[config.mk]
export PLATFORM = sky130hd
export DESIGN_NAME = axis_skid_buffer
export DESIGN_NICKNAME = d
export VERILOG_FILES = /design/src/rtl/axis_skid_buffer.sv
export SDC_FILE = /design/constraint.sdc
export NUM_CORES = 1
export LEC_CHECK = 0
export ABC_CLOCK_PERIOD_IN_PS = 1820
export BUFFER_PORTS_ARGS = -buffer_cell sky130_fd_sc_hd__buf_2
export CORE_MARGIN = 5
export CORE_UTILIZATION = 44
export DETAILED_ROUTE_END_ITERATION = 10
export PLACE_DENSITY_LB_ADDON = 0.2
export SETUP_SLACK_MARGIN = 0.2
export SLEW_MARGIN = 40
export SYNTH_ARGS = -nofsm -noshare
export SYNTH_HDL_FRONTEND = slang
export SYNTH_SLANG_ARGS = --single-unit
[constraint.sdc]
create_clock -name clk -period 1.82 [get_ports clk]
set_clock_uncertainty 0.1 [all_clocks]
set_input_delay 0.273 -clock clk [delete_from_list [all_inputs] [get_ports clk]]
set_output_delay 0.273 -clock clk [all_outputs]
set_load 0.01 [all_outputs]
[src/rtl/axis_skid_buffer.sv]
// Two-entry AXI-Stream skid buffer: an output register plus one skid slot.
// Both the forward path (valid/last/data) and the backward path (ready) leave the block straight from flops.
module axis_skid_buffer #(
    parameter int AXIS_BYTES = 1
) (
    input  logic                    clk,
    input  logic                    sresetn,
    output logic                    axis_i_tready,
    input  logic                    axis_i_tvalid,
    input  logic                    axis_i_tlast,
    input  logic [AXIS_BYTES*8-1:0] axis_i_tdata,
    input  logic                    axis_o_tready,
    output logic                    axis_o_tvalid,
    output logic                    axis_o_tlast,
    output logic [AXIS_BYTES*8-1:0] axis_o_tdata
);
    localparam int W = AXIS_BYTES * 8;

    typedef enum logic [1:0] {EMPTY, BUSY, FULL} state_t;

    state_t         state, state_nxt;
    logic           ready_q, valid_q, last_q, skid_last;
    logic [W-1:0]   data_q, skid_data;
    logic           in_acc, out_xfer;
    logic           ld_out_in, ld_out_skid, ld_skid;

    assign in_acc   = axis_i_tvalid & ready_q;
    assign out_xfer = valid_q & axis_o_tready;

    // State register; ready/valid are registered copies of the next state's flags.
    always_ff @(posedge clk) begin
        if (!sresetn) begin
            state   <= EMPTY;
            ready_q <= 1'b0;
            valid_q <= 1'b0;
        end else begin
            state   <= state_nxt;
            ready_q <= (state_nxt != FULL);
            valid_q <= (state_nxt != EMPTY);
        end
    end

    always_comb begin
        state_nxt = state;
        case (state)
            EMPTY:   if (in_acc) state_nxt = BUSY;
            BUSY: begin
                if (in_acc && !out_xfer)      state_nxt = FULL;
                else if (!in_acc && out_xfer) state_nxt = EMPTY;
            end
            FULL:    if (out_xfer) state_nxt = BUSY;
            default: state_nxt = EMPTY;
        endcase
    end

    always_comb begin
        ld_out_in   = 1'b0;
        ld_out_skid = 1'b0;
        ld_skid     = 1'b0;
        case (state)
            EMPTY: ld_out_in = in_acc;
            BUSY: begin
                ld_out_in = in_acc & out_xfer;
                ld_skid   = in_acc & ~out_xfer;
            end
            FULL:  ld_out_skid = out_xfer;
            default: ;
        endcase
    end

    // Payload registers carry no reset: they are only observed while valid is high.
    always_ff @(posedge clk) begin
        if (ld_out_in) begin
            data_q <= axis_i_tdata;
            last_q <= axis_i_tlast;
        end else if (ld_out_skid) begin
            data_q <= skid_data;
            last_q <= skid_last;
        end
        if (ld_skid) begin
            skid_data <= axis_i_tdata;
            skid_last <= axis_i_tlast;
        end
    end

    assign axis_i_tready = ready_q;
    assign axis_o_tvalid = valid_q;
    assign axis_o_tlast  = last_q;
    assign axis_o_tdata  = data_q;
endmodule

Word-level counts from Yosys, hierarchy flattened --
Index checks and enable logic that the tools add are counted.
Cells by class: muxes and demuxes 12, reductions and logical operators 7, eq/ne operators 3, bitwise logic cells 5
Operator list (count):
- $mux 8 | 2
- $mux 2 | 4
- $pmux 2 s3 | 1
- $and 1x1->1 | 4
- $mux 1 | 4
- $reduce_bool 2->1 | 2
- $eq 2x1->1 const B | 1
- $eq 2x2->1 const B | 1
- $logic_and 1x1->1 | 2
- $logic_not 1->1 | 2
- $logic_not 2->1 | 1
- $ne 2x2->1 const B | 1
- $pmux 1 s2 | 1
- $not 1->1 | 1
Word-level totals: input bits 13, logic and storage cells 34, flip-flop bits (word level) 22

Depth between registers and ports, before layout --
Gate-level depths: netlist of run 1.
depth after elaboration 7, depth in mapped cells 4, gate-level depth less buffers 3

Worst setup path before layout of run 1 --
No wires, ideal clock.
kind register -> register, from reg state[0], to reg skid_data[0], enable pin, path buffers 1, arrival 1326 ps, period minus slack after synthesis 1813 ps, slack 7 ps, required time 1333 ps, stages on the path, launching flop included 4, cell sequence dfxtp_1 -> clkbuf_1 -> nand2_1 -> nor3_1
Between the ends: word-level cells in the longest chain between the ends 2
RTL lines:
- start: declaration | RTL line 21 | state_t state, state_nxt;
- start signal: assignment | RTL line 37 | state <= state_nxt;
- $eq 2x1->1 | RTL line 60 | case (state)
- $mux 1 | RTL line 60
- net ld_skid | RTL line 25 | logic ld_out_in, ld_out_skid, ld_skid;
- end signal: assignment | RTL line 81 | skid_data <= axis_i_tdata;
- end: declaration | RTL line 23 | logic [W-1:0] data_q, skid_data;
The timed path passes the listed nets, and every way through them passes these cells. A chain may end at the register's enable or synchronous reset.

Worst setup path after layout of run 1 --
from reg valid_q (netlist: axis_o_tvalid), to reg data_q[4] (netlist: axis_o_tdata[4]), data pin
Between the ends: word-level cells in the longest chain between the ends 4
RTL lines:
- start: declaration | RTL line 22 | logic ready_q, valid_q, last_q, skid_last;
- start signal: assignment | RTL line 39 | valid_q <= (state_nxt != EMPTY);
- $and 1x1->1 | RTL line 28 | assign out_xfer = valid_q & axis_o_tready;
- $and 1x1->1 | RTL line 63 | ld_out_in = in_acc & out_xfer;
- $pmux 1 s2 | RTL line 60
- $mux 8 | RTL line 73 | if (ld_out_in) begin
- end signal: assignment | RTL line 74 | data_q <= axis_i_tdata;
- end signal: assignment | RTL line 77 | data_q <= skid_data;
- end: declaration | RTL line 23
No other way between the ends.

==> results.sh, run 1 <==
export IMPL_clockBufferDepth=2
export IMPL_antenna_found_initial=0
export IMPL_cts_hold_buf=0
export IMPL_cts_buffers_inserted=3
export IMPL_syn_area_per_cell_um2=17.3
export IMPL_drt_iter0_markers=12
export IMPL_portBuffers=23
export IMPL_crit_buf_inv=1
export IMPL_fmax_mhz=628
export IMPL_cpMaxStageDelayCell="dfxtp_2"
export IMPL_netlist_area_leader_share=0.637
export IMPL_finalPower_mw=0.956
export IMPL_setup_viol=0
export IMPL_p_per_area_mw_per_mm2=860
export IMPL_grt_pass1_vias=525
export IMPL_seqPwrFrac=0.613
export IMPL_fin_util=0.623
export IMPL_die_h_um=53.9
export IMPL_cts_sinks=22
export IMPL_fin_setup_tns_ns=0
export IMPL_drive_gt1_frac=0.642
export IMPL_row_count=15
export IMPL_power_switching_mw=0.202
export IMPL_ant_nets=0
export IMPL_hold_path_class="primary input to register"
export IMPL_relSlewSlack=0.808
export IMPL_core_area_mm2=0.00178
export IMPL_clockRootBuffer="clkbuf_4"
export IMPL_netlist_area_um2=848
export IMPL_cap_viol_max_count=0
export IMPL_die_w_um=53.9
export IMPL_dr_pass1_iters=4
export IMPL_grt_use_total=0.112
export IMPL_p_leak_nw=0.423
export IMPL_dp_slack_ns=0.152
export IMPL_worstPathRequired_ns=1.77
export IMPL_ys_warnings_count=0
export IMPL_clk_insertion_delay_late_ns=0.30
export IMPL_cp_start_kind="register"
export IMPL_num_io_pins=24
export IMPL_tightest_slew_ns=0.287
export IMPL_fin_crit_sh=0.875
export IMPL_combPwrFrac=0.118
export IMPL_via_per_inst=4.97
export IMPL_fin_crit_ns=1.59
export IMPL_maxSlewViolCount=0
export IMPL_rsz0062_at_grt="false"
export IMPL_ys_ff_latch=22
export IMPL_crit_family="flip-flops"
export IMPL_worstPathArrival_ns=1.54
export IMPL_cts_clk_slew_worst_paths_ns=0.12
export IMPL_grt_pass1_wl_um=2330
export IMPL_synth_lib_cells_used_distinct=19
export IMPL_worst_slack_ns=0.228
export IMPL_grt_max_degree=13
export IMPL_synth_seq_area_share=0.732
export IMPL_post_dp_hpwl_um=1050
export IMPL_setup_worst_path_class="register to register"
export IMPL_h_tree_depth=1
export IMPL_drc=0
export IMPL_crit_chain="nand2_4 > a211oi_4 > buf_6 > mux2_2"
export IMPL_ys_top_cells_by_area="edfxtp_1 (64%), mux2_2 (12%), dfxtp_1 (9.4%), a211oi_4 (2.4%), a221o_2 (1.3%)"
export IMPL_switching_share=0.211
export IMPL_finalHoldViolCount=0
export IMPL_setup_worst_path_end_class="register"
export IMPL_syn_nets=62
export IMPL_synth_cells=49
export IMPL_intPower_mw=0.754
export IMPL_routedWlPerCell_um=13.5
export IMPL_layout_area_overhead_vs_synth_pct=31.0
export IMPL_grt_overflow_total=0
export IMPL_diodes=0
export IMPL_vias=527
export IMPL_cpPeakStageDelay_ns=0.38
export IMPL_yosys_area_top_type="edfxtp_1"
export IMPL_initial_core_util=0.476
export IMPL_ir_worst_vdd_uv=552
export IMPL_finalNetCount=95
export IMPL_clockPowerShare=0.269
export IMPL_die_area_mm2=0.00291
export IMPL_wl_um=1430
export IMPL_cts_tree="done"
export IMPL_crit_fanout=5
export IMPL_outcome="finished, final reports clean"
export IMPL_place_congestion=0.705
-- cell families (layout without fill, tap and decap cells) --
| family | after synthesis | after routing | share of synthesized area |
|---|---|---|---|
| flops | 22 | 22 | 0.732 |
| simple gates | 12 | 12 | 0.0841 |
| mux | 9 | 9 | 0.119 |
| compound gates | 5 | 5 | 0.0605 |
| buf+inv | 1 | 33 | 0.00442 |
-- stage by stage --
stage	instance area [µm²]	hold slack (ns)	instances
after floorplan	872	0.272	49
after global placement	1030	0.367	98
after detailed placement	1030	0.367	98
after CTS	1070	0.0500	102
after global routing	1110	0.0372	106
final	1110	0.0567	106
-- power by group through the flow --
| stage | Combinational (mW) | Clock (mW) | Sequential, mW |
|---|---|---|---|
| final | 0.113 | 0.257 | 0.586 |
| after global routing | 0.123 | 0.297 | 0.590 |
| after CTS | 0.104 | 0.269 | 0.585 |
| after detailed placement | 0.102 | 0 | 0.596 |
| after global placement | 0.0999 | 0 | 0.597 |
| after floorplan | 0.0547 | 0 | 0.600 |
-- state kept, by name, summed over array words and instances (netlist names) --
signal	cells
axis_o_tvalid	1
axis_o_tlast	1
axis_o_tdata	8
axis_i_tready	1
skid_last	1
skid_data	8
state	2
-- area by class of cell --
| cell class | count | area [µm²] |
|---|---|---|
| clock buffers | 4 | 36.3 |
| fillers | 158 | 672 |
| multi-input cells | 26 | 248 |
| flip-flops and latches | 22 | 628 |
| well taps | 25 | 31.3 |
| repair buffers | 29 | 168 |
-- timing repair --
| action | CTS | global route |
|---|---|---|
| gates resized for setup | 1 | 6 |
| setup endpoints to repair | 9 | 9 |
| pin swaps | 0 | 2 |
| hold endpoints to repair | 0 | 0 |
| buffers inserted | 0 | 3 |
| gates cloned | 0 | 1 |
-- path summary, 6_finish.rpt --
kind / from / to / slack (ns) / depth (start not counted)
min reg2reg: skid_last / axis_o_tlast / 0.46 / 1
max: axis_o_tvalid / axis_o_tdata[4] / 0.23 / 4
max reg2reg: axis_o_tvalid / axis_o_tdata[4] / 0.23 / 4
min: axis_i_tdata[6] / skid_data[6] / 0.06 / 1
-- synth_stat cells --
| library cell | count |
|---|---|
| mux2_2 | 9 |
| nand2_2 | 1 |
| dfxtp_1 | 4 |
| o21ai_0 | 1 |
| and4_1 | 1 |
| o21bai_1 | 1 |
| nand4b_1 | 1 |
| a21boi_0 | 1 |
| nand2_1 | 3 |
| a211oi_4 | 1 |
| nand4_1 | 1 |
| nand2b_1 | 1 |
| nor3_1 | 1 |
| clkbuf_1 | 1 |
| edfxtp_1 | 18 |
| a221o_2 | 1 |
| nor2b_1 | 1 |
| and2_1 | 1 |
| and3_1 | 1 |
-- metal layers --
| layer | share of wire | track usage |
|---|---|---|
| met4 | 0 | 0.0255 |
| met5 | 0 | 0 |
| met3 | 0.077 | 0.0332 |
| met2 | 0.50 | 0.196 |
| met1 | 0.42 | 0.135 |
-- placed cells by master (no fill, tap or decap) --
| cell | netlist | final |
|---|---|---|
| edfxtp_1 | 18 | 18 |
| clkbuf_4 | 0 | 3 |
| nor3_2 | 0 | 1 |
| nand2_4 | 0 | 1 |
| nand2_1 | 3 | 2 |
| nor2b_1 | 1 | 1 |
| nand4_1 | 1 | 1 |
| and2_1 | 1 | 1 |
| and4_1 | 1 | 1 |
| buf_2 | 0 | 23 |
| nand2b_1 | 1 | 1 |
| mux2_2 | 9 | 9 |
| buf_6 | 0 | 2 |
| nand2_2 | 1 | 1 |
| o21bai_4 | 0 | 1 |
| clkbuf_8 | 0 | 1 |
| a211oi_4 | 1 | 1 |
| a21boi_0 | 1 | 1 |
| dfxtp_2 | 0 | 3 |
| o21ai_0 | 1 | 1 |
| dfxtp_4 | 0 | 1 |
| a221o_2 | 1 | 1 |
| buf_4 | 0 | 4 |
| nand4b_1 | 1 | 1 |
| and3_1 | 1 | 1 |
Note: power is estimated with default switching activity, not from simulation.
==> inputs of run 2 (changes only) <==
- ABC_AREA: not set -> 1
- CORE_UTILIZATION: 44 -> 45
==> results.sh, run 2 <==
export IMPL_cts_tree="done"
export IMPL_initial_core_util=0.467
export IMPL_crit_start="state[0]"
export IMPL_portBuffers=23
export IMPL_netlist_area_um2=917
export IMPL_ys_flop_type="edfxtp_1"
export IMPL_synth_lib_cells_used_distinct=13
export IMPL_worstHoldStart="axis_i_tdata[6]"
export IMPL_min_to="skid_data[6]"
export IMPL_yosys_area_share_simple=0.136
export IMPL_wl_um=1330
export IMPL_rsz0062_at_grt="false"
export IMPL_drt_iter0_markers=2
export IMPL_vias=582
export IMPL_synth_cells=78
export IMPL_cap_viol_max_count=0
export IMPL_clockRootBuffer="clkbuf_4"
export IMPL_num_io_pins=24
export IMPL_fin_crit_sh=0.752
export IMPL_grt_overflow_total=0
export IMPL_fin_crit_ns=1.37
export IMPL_drive_gt1_frac=0.396
export IMPL_finalHoldViolCount=0
export IMPL_die_area_mm2=0.00304
export IMPL_ys_warnings_count=0
export IMPL_synthArstFlopShare=0
export IMPL_synth_compound_area_frac=0.101
export IMPL_grt_pass1_vias=523
export IMPL_finalNetCount=120
export IMPL_hold_path_depth=1
export IMPL_combPwrFrac=0.132
export IMPL_p_per_area_mw_per_mm2=843
export IMPL_fmax_mhz=730
export IMPL_synth_seq_area_share=0.677
export IMPL_die_h_um=55.1
export IMPL_dr_pass1_iters=3
export IMPL_ir_worst_vdd_uv=509
export IMPL_cts_buffers_inserted=3
export IMPL_crit_fanout=9
export IMPL_layout_area_overhead_vs_synth_pct=19.5
export IMPL_grt_use_total=0.107
export IMPL_ant_nets=0
export IMPL_seqPwrFrac=0.630
export IMPL_via_per_inst=4.38
export IMPL_synth_edff_count=18
export IMPL_antenna_found_initial=0
export IMPL_syn_area_per_cell_um2=11.8
export IMPL_synth_top_family_by_area="simple AND/OR/NAND/NOR gates"
export IMPL_ys_top_cells_by_count="edfxtp_1 (18), nand2_1 (18), inv_1 (17)"
export IMPL_dpl_cell_area_mm2=0.00107
export IMPL_ys_ff_latch=22
export IMPL_tightest_slew_ns=0.334
export IMPL_whs_ns=0.0523
export IMPL_grt_pass1_wl_um=2180
export IMPL_final_common_cell="buf_2"
export IMPL_core_area_mm2=0.00196
export IMPL_setup_worst_path_end_class="register"
export IMPL_routedWlPerCell_um=9.98
export IMPL_post_dp_hpwl_um=1030
export IMPL_reg2reg_to="skid_data[3]"
export IMPL_ys_top_cells_by_area="edfxtp_1 (59%), o21ai_2 (9.5%), dfxtp_1 (8.7%), nand2_1 (7.4%), inv_1 (7.0%)"
export IMPL_drc=0
export IMPL_synthMuxAreaShare=0
export IMPL_cp_start_kind="register"
export IMPL_h_tree_depth=1
export IMPL_nFillCells=195
export IMPL_clockBufferDepth=2
export IMPL_cts_setup_buffers=0
export IMPL_grt_max_degree=15
export IMPL_power_switching_mw=0.217
export IMPL_worstPathArrival_ns=1.24
export IMPL_rrSetupSlack_ns=0.45
export IMPL_place_inst=129
export IMPL_diodes=0
export IMPL_place_congestion=0.676
export IMPL_reg2reg_depth=4
export IMPL_syn_nets=91
export IMPL_worstPathRequired_ns=1.69
export IMPL_hold_path_class="primary input to register"
export IMPL_setup_worst_path_class="register to register"
export IMPL_synthAdderAreaFrac=0
export IMPL_netlist_area_leader_share=0.589
export IMPL_layout_common_cells="buf_2 (23), nand2_1 (18), edfxtp_1 (18)"
export IMPL_clockPowerShare=0.238
export IMPL_outcome="finished, final reports clean"
export IMPL_die_w_um=55.1
export IMPL_row_count=16
export IMPL_maxSlewViolCount=0
export IMPL_synth_xor_area_frac=0
export IMPL_clk_insertion_delay_late_ns=0.30
export IMPL_relSlewSlack=0.777
export IMPL_intPower_mw=0.707
export IMPL_reg2reg_from="state[0]"
export IMPL_cts_clk_slew_worst_paths_ns=0.12
export IMPL_fin_area_mm2=0.00110
export IMPL_p_leak_nw=0.528
export IMPL_switching_share=0.235
export IMPL_cts_hold_buf=0
export IMPL_setup_viol=0
export IMPL_fin_setup_tns_ns=0
export IMPL_yosys_area_top_type="edfxtp_1"
export IMPL_fin_cells=133
export IMPL_cts_repair_resize_count=0
export IMPL_cts_sinks=22
[run 2: layout make-up]
type / count / area, µm² / area share
sequential: 22 / 621 / 0.566
inverter: 18 / 67.6 / 0.0616
multi-input combinational: 37 / 218 / 0.199
timing repair buffer: 25 / 130 / 0.119
tap: 27 / 33.8 / 0.0308
clock buffer: 4 / 26.3 / 0.0240
[run 2: cells by family (layout without fill, tap and decap cells)]
family / count (synthesis) / after routing
AND/OR/NAND/NOR: 26 / 26
AO/OA/AOI/OAI: 11 / 11
buffers and inverters: 19 / 47
flip-flops: 22 / 22
[run 2: per-layer routing]
layer,share of wire,GRT usage,wire length [µm],vias up
li1,-,-,-,305
met1,0.42,0.118,554,260
met2,0.48,0.173,641,15
met3,0.091,0.0349,121,2
met4,0.0075,0.0729,10,0
met5,0,0,0,-
[run 2: worst max-delay path, cell delays in order (launching register included)]
cell and delay (ns):
dfxtp_1 0.39, inv_1 0.08, nor2_1 0.09, nand3_1 0.11, inv_1 0.28
[run 2: power by group through the flow]
stage          clock network [mW]  registers (mW)  logic, mW
6_report                    0.220           0.582      0.122
5_1_grt                     0.250           0.585      0.140
4_1_cts                     0.233           0.582      0.125
3_5_place_dp                    0           0.594      0.125
3_3_place_gp                    0           0.593      0.122
2_1_floorplan                   0           0.603     0.0703
[run 2: per-stage QoR]
stage	setup WS [ns]	utilization	power, mW
after floorplan	0.206	-	0.674
after global placement	0.471	0.545	0.716
after detailed placement	0.459	0.545	0.718
after CTS	0.435	0.559	0.940
after global routing	0.335	0.559	0.974
final	0.451	0.559	0.924
[run 2: worst max-delay path by stage]
stage / to / slack, ns / cells after the start
final: skid_data[3] / 0.45 / 4
after global routing: skid_data[3] / 0.34 / 4
after CTS: skid_data[2] / 0.43 / 4
after detailed placement: skid_data[0] / 0.46 / 4
after global placement: skid_data[3] / 0.47 / 5
after floorplan: axis_o_tdata[0] / 0.21 / 5
==> inputs of run 3 (changes only) <==
- ABC_CLOCK_PERIOD_IN_PS: 1820 -> 1100
- clock period: 1.82 -> 1.1 ns (I/O delays scaled with it)
==> results.sh, run 3 (synthesis results as in run 2) <==
export IMPL_reg2reg_depth=5
export IMPL_post_dp_hpwl_um=1160
export IMPL_hold_path_depth=5
export IMPL_reg2reg_to="axis_o_tdata[7]"
export IMPL_worstHoldStart="sresetn"
export IMPL_die_h_um=55.1
export IMPL_maxSlewViolCount=0
export IMPL_grt_use_total=0.129
export IMPL_cap_viol_max_count=0
export IMPL_intPower_mw=1.26
export IMPL_place_inst=134
export IMPL_power_switching_mw=0.398
export IMPL_portBuffers=23
export IMPL_finalHoldViolCount=0
export IMPL_cts_buffers_inserted=3
export IMPL_rrSetupSlack_ns=-0.16
export IMPL_nFillCells=144
export IMPL_rsz0062_at_grt="true"
export IMPL_seqPwrFrac=0.586
export IMPL_violations="negative setup slack"
export IMPL_setup_worst_path_end_class="register"
export IMPL_outcome="complete, but fails checks"
export IMPL_combPwrFrac=0.197
export IMPL_cts_sinks=22
export IMPL_cp_start_kind="register"
export IMPL_cts_clk_slew_worst_paths_ns=0.12
export IMPL_finalNetCount=138
export IMPL_grt_pass1_wl_um=2760
export IMPL_clockBufferDepth=2
export IMPL_fin_crit_sh=1.14
export IMPL_cts_tree="done"
export IMPL_setup_viol=30
export IMPL_p_leak_nw=0.639
export IMPL_antenna_found_initial=0
export IMPL_clockRootBuffer="clkbuf_4"
export IMPL_vias=675
export IMPL_min_to="state[0]"
export IMPL_die_area_mm2=0.00304
export IMPL_fin_area_mm2=0.00140
export IMPL_hold_path_class="primary input to register"
export IMPL_ant_nets=0
export IMPL_grt_overflow_total=0
export IMPL_row_count=16
export IMPL_dr_pass1_iters=4
export IMPL_dpl_cell_area_mm2=0.00116
export IMPL_drive_gt1_frac=0.524
export IMPL_crit_fanout=9
export IMPL_fin_cells=151
export IMPL_die_w_um=55.1
export IMPL_layout_common_cells="buf_2 (22), edfxtp_1 (18), inv_1 (16)"
export IMPL_fin_crit_ns=1.26
export IMPL_final_common_cell="buf_2"
export IMPL_drt_iter0_markers=3
export IMPL_num_io_pins=24
export IMPL_drc=0
export IMPL_core_area_mm2=0.00196
export IMPL_p_per_area_mw_per_mm2=1190
export IMPL_wl_um=1680
export IMPL_via_per_inst=4.47
export IMPL_place_congestion=0.811
export IMPL_worstPathRequired_ns=1.02
export IMPL_ir_worst_vdd_uv=714
export IMPL_grt_pass1_vias=669
export IMPL_h_tree_depth=1
export IMPL_routedWlPerCell_um=11.2
export IMPL_layout_area_overhead_vs_synth_pct=52.7
export IMPL_grt_max_degree=13
export IMPL_setup_worst_path_class="register to register"
export IMPL_worstPathArrival_ns=1.18
export IMPL_clockPowerShare=0.217
export IMPL_worst_slack_ns=-0.157
export IMPL_fmax_mhz=795
export IMPL_diodes=0
export IMPL_reg2reg_from="axis_o_tvalid"
export IMPL_tightest_slew_ns=0.130
export IMPL_switching_share=0.240
export IMPL_fin_setup_tns_ns=-3.55
export IMPL_initial_core_util=0.467
export IMPL_relSlewSlack=0.913
export IMPL_clk_insertion_delay_late_ns=0.29
[run 3: cell types whose count changed in the layout (fill, tap and decap cells not counted), moves of 2 or more]
cell / change
buf_12: +3
buf_4: +2
buf_6: +2
dfxtp_1: -3
dfxtp_2: +2
dlygate4sd3_1: +11
nand2_1: -10
nand2_2: +7
nand2_4: +2
[run 3: power groups by stage]
stage | registers (mW) | logic [mW] | clock network (mW)
detailed placement | 0.988 | 0.249 | 0
floorplan | 1.00 | 0.127 | 0
global placement | 0.986 | 0.243 | 0
finish | 0.974 | 0.327 | 0.360
CTS | 0.969 | 0.283 | 0.386
global route | 0.979 | 0.358 | 0.410
[run 3: area by class of cell]
cell class | count | area (µm²) | area share
Clock buffer | 4 | 26.3 | 0.0188
Inverter | 18 | 72.6 | 0.0518
Multi-Input combinational cell | 37 | 283 | 0.202
Sequential cell | 22 | 627 | 0.448
Tap cell | 27 | 33.8 | 0.0241
Timing Repair Buffer | 43 | 358 | 0.256
[run 3: worst max path at each step]
stage	depth (start not counted)	startpoint	to	slack, ns
finish	5	axis_o_tvalid	axis_o_tdata[7]	-0.16
global route	5	axis_o_tvalid	axis_o_tlast	-0.21
CTS	6	axis_o_tvalid	axis_o_tlast	-0.15
detailed placement	6	axis_o_tvalid	axis_o_tdata[2]	-0.13
global placement	4	state[0]	skid_data[6]	-0.11
floorplan	5	axis_o_tvalid	axis_o_tdata[0]	-0.21
[run 3: through the flow]
stage	setup slack [ns]	power [mW]	hold WS (ns)	util
2_1_floorplan	-0.208	1.13	0.164	-
3_3_place_gp	-0.105	1.23	0.258	0.590
3_5_place_dp	-0.128	1.24	0.258	0.590
4_1_cts	-0.154	1.64	0.0737	0.664
5_1_grt	-0.208	1.75	0.0908	0.714
6_report	-0.157	1.66	0.0968	0.714
[run 3: layer usage]
metal  vias up  routed length, µm  track usage
li1        343                  -            -
met1       314                659        0.136
met2        16                918        0.252
met3         2                 93       0.0268
met4         0                 12       0.0364
met5         -                  0            0
[run 3: critical path, cell delays in order (launching register included)]
cell,delay [ns]
dfxtp_4,0.39
nand2_8,0.06
nand2_4,0.08
nand3_4,0.11
o21ai_4,0.10
buf_12,0.14
[run 3: timing repair]
| item | 4_1_cts | 5_1_grt |
|---|---|---|
| pin swaps | 0 | 2 |
| buffers inserted | 0 | 1 |
| endpoints found under the setup margin | 42 | 42 |
| gates cloned | 0 | 1 |
| resized for setup | 2 | 16 |
| hold endpoints to repair | 10 | 0 |
| hold buffers | 11 | 0 |
